[config.mk]
export PLATFORM = sky130hd
export DESIGN_NAME = serial_bit_feeder
export DESIGN_NICKNAME = d
export VERILOG_FILES = /design/src/rtl/serial_bit_feeder.sv
export SDC_FILE = /design/constraint.sdc
export NUM_CORES = 1
export LEC_CHECK = 0
export ABC_AREA = 0
export CORE_AREA = 2 2 39 41
export DETAILED_ROUTE_END_ITERATION = 16
export DIE_AREA = 0 0 41 43
export PLACE_DENSITY = 0.69
export REMOVE_ABC_BUFFERS = 1
export SYNTH_ARGS = -nofsm -noshare
export SYNTH_HDL_FRONTEND = slang
export SYNTH_SLANG_ARGS = --single-unit
export TNS_END_PERCENT = 30
[constraint.sdc]
create_clock -name clk_i -period 3.3 [get_ports clk_i]
set_input_delay 0.495 -clock clk_i [delete_from_list [all_inputs] [get_ports clk_i]]
set_output_delay 0.495 -clock clk_i [all_outputs]
set_load 0.02 [all_outputs]
[src/rtl/serial_bit_feeder.sv]
// Parallel-to-serial front end for the 101 detectors: takes words over valid/ready and
// shifts them out one bit per clock on x_o, reloading back-to-back with no gap cycle.
module serial_bit_feeder #(
  parameter int unsigned WIDTH     = 8,
  parameter bit          MSB_FIRST = 1'b1,
  parameter bit          IDLE_BIT  = 1'b0
) (
  input  logic             clk_i,
  input  logic             reset_i,
  input  logic [WIDTH-1:0] din_i,
  input  logic             din_valid_i,
  output logic             din_ready_o,
  output logic             x_o,
  output logic             x_valid_o,
  output logic             last_o,
  output logic             busy_o
);

  localparam int unsigned    CntW    = $clog2(WIDTH);
  localparam logic [CntW-1:0] LastIdx = CntW'(WIDTH - 1);

  typedef enum logic {StIdle, StShift} state_e;

  state_e            state_q, state_d;
  logic [WIDTH-1:0]  shreg_q, shreg_d;
  logic [CntW-1:0]   bit_cnt_q, bit_cnt_d;
  logic              is_last;
  logic              accept;

  assign is_last = (bit_cnt_q == LastIdx);
  assign accept  = din_valid_i & din_ready_o;

  always_ff @(posedge clk_i) begin
    if (reset_i) begin
      state_q <= StIdle;
    end else begin
      state_q <= state_d;
    end
  end

  always_ff @(posedge clk_i) begin
    if (reset_i) begin
      shreg_q   <= '0;
      bit_cnt_q <= '0;
    end else begin
      shreg_q   <= shreg_d;
      bit_cnt_q <= bit_cnt_d;
    end
  end

  always_comb begin
    state_d = state_q;
    unique case (state_q)
      StIdle:  if (accept) state_d = StShift;
      StShift: if (is_last && !accept) state_d = StIdle;
      default: state_d = StIdle;
    endcase
  end

  // A load on the last-bit edge overrides the shift, which is what removes the gap cycle.
  always_comb begin
    shreg_d   = shreg_q;
    bit_cnt_d = bit_cnt_q;
    if (accept) begin
      shreg_d   = din_i;
      bit_cnt_d = '0;
    end else if (state_q == StShift && !is_last) begin
      shreg_d   = MSB_FIRST ? {shreg_q[WIDTH-2:0], 1'b0} : {1'b0, shreg_q[WIDTH-1:1]};
      bit_cnt_d = bit_cnt_q + CntW'(1);
    end
  end

  always_comb begin
    x_valid_o   = (state_q == StShift);
    busy_o      = x_valid_o;
    last_o      = x_valid_o & is_last;
    din_ready_o = ~reset_i & ((state_q == StIdle) | is_last);
    x_o         = x_valid_o ? (MSB_FIRST ? shreg_q[WIDTH-1] : shreg_q[0]) : IDLE_BIT;
  end

endmodule

=== Word level (Yosys, flattened, before mapping) ===
Cells that the tools add are included.
W data, S select, Z words.

* Flip-flop bits (word level): 12
* Output and inout bits: 5
* Bits of input ports: 11
* Logic and storage cells: 23

* Reduce and logical (&&, ||, !) cells: 6
* Add/sub/neg operators: 1
* Bitwise logic cells: 6
* Multiplexer cells: 6
* Eq/ne operators: 1

{| class="wikitable"
|+ Operator list
! kind !! number
|-
| $mux W8 || 2
|-
| $add A3 B1 Y3 const B || 1
|-
| $and A1 B1 Y1 || 3
|-
| $eq A3 B3 Y1 const B || 1
|-
| $mux W1 || 3
|-
| $logic_and A1 B1 Y1 || 2
|-
| $logic_not A1 Y1 || 2
|-
| $not A1 Y1 || 2
|-
| $pmux W1 S2 || 1
|-
| $reduce_bool A2 Y1 || 1
|-
| $reduce_or A2 Y1 || 1
|-
| $or A1 B1 Y1 || 1
|}

=== Longest topological paths before layout ===
* Depth after elaboration: 8
* Mapped depth: 7
* Mapped depth without buffers: 5

=== Worst setup path after synthesis ===
Ideal clock, no wire load.

* Kind: register to output
* Start point: reg bit_cnt_q[0]
* End point: out din_ready_o
* Cell stages (with the launch flop): 5
* Required time: 2.805 ns
* Slack: 1.705 ns
* Arrival: 1.100 ns
* Buffers on the path: 0
* Cells stage by stage: dfxtp_1 > ha_1 > ha_1 > nor2b_1 > nor2_1

* Cells in the longest elaborated chain, start to end: 3

{| class="wikitable"
|+ Ends and longest elaborated chain
! what !! RTL line !! text
|-
| from (decl) || 26 || <nowiki>logic [CntW-1:0] bit_cnt_q, bit_cnt_d;</nowiki>
|-
| from (signal assigned) || 47 || <nowiki>bit_cnt_q <= bit_cnt_d;</nowiki>
|-
| $eq A3 B3 Y1 || 30 || <nowiki>assign is_last = (bit_cnt_q == LastIdx);</nowiki>
|-
| $or A1 B1 Y1 || 77 || <nowiki>din_ready_o = ~reset_i & ((state_q == StIdle) | is_last);</nowiki>
|-
| $and A1 B1 Y1 || 77 ||
|-
| to (decl) || 12 || <nowiki>output logic din_ready_o,</nowiki>
|}

Every way passes these cells.

=== Final worst setup path ===
Same ends and word-level chain as after synthesis.

==> flow_metrics.env <==
export IMPL_avgSynthCellArea_um2=9.69
export IMPL_internal_power_w=0.000250
export IMPL_drc_errors=0
export IMPL_min_to="shreg_q[6]"
export IMPL_yosysWarnings=0
export IMPL_clkTransAtPathRegs_ns=0.08
export IMPL_grtUsageMet3=0.0785
export IMPL_hold_path_class="reg2reg"
export IMPL_area_delta_synth_final_pct=28.7
export IMPL_place_inst=84
export IMPL_powerDensity_nw_per_um2=452
export IMPL_worstPathArrival_ns=1.95
export IMPL_postCtsHoldBufs=0
export IMPL_core_area_um2=1380
export IMPL_first_pass_iters=4
export IMPL_num_nets_final=86
export IMPL_fin_tns_setup_ns=0
export IMPL_diodes=0
export IMPL_cp_max_fo=6
export IMPL_ant_nets=0
export IMPL_gp_congestion=0.650
export IMPL_netlist_instances=58
export IMPL_hold_path_depth=2
export IMPL_synth_top_area_cell="dfxtp_1"
export IMPL_peakVddDrop_mv=0.260
export IMPL_power_total_w=0.000327
export IMPL_cts_setup_buffers=0
export IMPL_use_met1=0.171
export IMPL_placementRows=14
export IMPL_htree_levels=1
export IMPL_syn_area_um2=562
export IMPL_yosys_area_top_type_share=0.428
export IMPL_fin_crit_sh=0.741
export IMPL_critical_path_endpoint_type="output port"
export IMPL_timing_rr_start="bit_cnt_q[0]"
export IMPL_cap_violations=0
export IMPL_fillers=135
export IMPL_post_route_util=0.523
export IMPL_setup_viol=0
export IMPL_floorplan_initialDensity=0.406
export IMPL_globalRouteMet2Util=0.178
export IMPL_switching_share=0.235
export IMPL_instances_no_fill=88
export IMPL_portBuffers=15
export IMPL_clk_latency_ns=0.27
export IMPL_dp_hpwl_um=676
export IMPL_grt_pass1_vias=388
export IMPL_dieArea_um2=1760
export IMPL_clockBufferDepth=2
export IMPL_vias=442
export IMPL_fmax_mhz=409
export IMPL_grt_busiest_layer="met2"
export IMPL_cts_made_buffers=3
export IMPL_r2r_slack_ns=1.72
export IMPL_ys_types=15
export IMPL_p_leak_nw=0.300
export IMPL_r2r_end="shreg_q[3]"
export IMPL_drt_total_wl_um=955
export IMPL_cts_sinks=12
export IMPL_cts_resized=0
export IMPL_r2r_cells=5
export IMPL_hold_start="shreg_q[5]"
export IMPL_die_height_um=43
export IMPL_ys_seq_area_frac=0.428
export IMPL_switching_power_w=0.0000769
export IMPL_cts_tree="built"
export IMPL_via_per_inst=5.02
export IMPL_hold_violations=0
export IMPL_slew_violations=0
export IMPL_antenna_found_initial=0
export IMPL_drive_gt1_frac=0.0556
export IMPL_hold_slack_ns=0.486
export IMPL_min_period_ns=2.45
export IMPL_io_pins=16
export IMPL_pwr_share_seq=0.490
export IMPL_tightestPinTransition_ns=0.578
export IMPL_fp_dieW_um=41
export IMPL_crit_path_start_kind="flip-flop"
export IMPL_avgRoutedWirePerCell_um=10.9
export IMPL_worstPathRequired_ns=2.80
export IMPL_synth_seq_cells=12
export IMPL_rsz0062_at_grt="false"
export IMPL_critPathKind="reg2out"
export IMPL_slew_limit_headroom=0.613
export IMPL_grt_remaining_overflow=0
export IMPL_grt_max_degree=18
export IMPL_comb_power_share=0.160
export IMPL_cts_root_buffer_cell="clkbuf_4"
export IMPL_skew_ns=0.0103
export IMPL_status="complete, no violations"
export IMPL_drtIter0Drc=4
export IMPL_clockPowerShare=0.350
export IMPL_ys_top_cells_by_area="dfxtp_1 (43%), mux2i_1 (14%), a211oi_1 (9.4%), nor2_1 (6.7%), buf_6 (6.0%)"
export IMPL_grt_first_pass_wirelength_um=1560
export IMPL_track_usage=0.131
==> through the flow <==
step           worst slack, ns  area [µm²]
2_1_floorplan             1.71         517
3_3_place_gp             0.871         687
3_5_place_dp             0.883         687
4_1_cts                  0.834         723
5_1_grt                  0.737         723
6_report                 0.853         723
==> placed cells by master, fill, tap and decap left out <==
master           count
clkdlybuf4s50_1     15
dfxtp_1             12
nor2_1              10
mux2i_1              8
a211oi_1             7
nand3b_1             3
a21oi_1              3
clkbuf_4             3
and2_1               2
nand2b_1             2
nand2_1              2
ha_1                 2
nor2b_1              1
nor3_1               1
clkbuf_8             1
==> synth_stat cells <==
| cell type | instances |
|---|---|
| nor3_1 | 1 |
| nand2_1 | 2 |
| nor2_1 | 10 |
| dfxtp_1 | 12 |
| a21oi_1 | 3 |
| nand3b_1 | 3 |
| nor2b_1 | 1 |
| buf_6 | 3 |
| ha_1 | 2 |
| clkbuf_1 | 1 |
| and2_1 | 2 |
| nand2b_1 | 2 |
| mux2i_1 | 8 |
| buf_4 | 1 |
| a211oi_1 | 7 |
==> critical path, stage by stage, from the launching register on <==
cell,delay (ns)
dfxtp_1,0.33
ha_1,0.20
ha_1,0.19
nor2b_1,0.34
nor2_1,0.07
clkdlybuf4s50_1,0.55
==> final cells by class <==
cell class / instances / area (µm²) / share of cell area
Clock buffer: 4 / 36.3 / 0.0502
Timing Repair Buffer: 15 / 150 / 0.208
Multi-Input combinational cell: 41 / 277 / 0.382
Sequential cell: 12 / 240 / 0.332
Tap cell: 16 / 20.0 / 0.0277
==> power by group through the flow <==
stage | registers (W) | clock network, W | logic (W)
2_1_floorplan | 0.000165 | 0 | 0.0000242
3_3_place_gp | 0.000164 | 0 | 0.0000523
3_5_place_dp | 0.000164 | 0 | 0.0000528
4_1_cts | 0.000160 | 0.000119 | 0.0000531
5_1_grt | 0.000162 | 0.000123 | 0.0000580
6_report | 0.000160 | 0.000115 | 0.0000523
==> worst max-delay path by stage <==
stage	startpoint	endpoint	slack (ns)	cells after the start
2_1_floorplan	bit_cnt_q[0]	din_ready_o	1.71	4
3_3_place_gp	reset_i	din_ready_o	0.87	3
3_5_place_dp	reset_i	din_ready_o	0.88	3
4_1_cts	bit_cnt_q[0]	din_ready_o	0.83	5
5_1_grt	bit_cnt_q[0]	din_ready_o	0.74	5
6_report	bit_cnt_q[0]	din_ready_o	0.85	5
==> flip-flops by register name, summed over array words and instances, names as in the netlist <==
signal,flops
busy_o,1
shreg_q,8
bit_cnt_q,3
==> routing by layer <==
metal,up-vias,share of wire
met5,-,0
met4,0,0
met3,0,0.079
met2,13,0.43
met1,200,0.49
li1,229,-
==> cell families (layout without fill, tap and decap cells) <==
group	count (synthesis)	after routing	synth area share
and+or+nand+nor	21	21	0.185
DFF	12	12	0.428
AOI/OAI and AO/OA	10	10	0.120
muxes	8	8	0.143
buffers and inverters	5	19	0.0802
adders and majority gates	2	2	0.0445
Note: power is estimated with default switching activity, not from simulation.
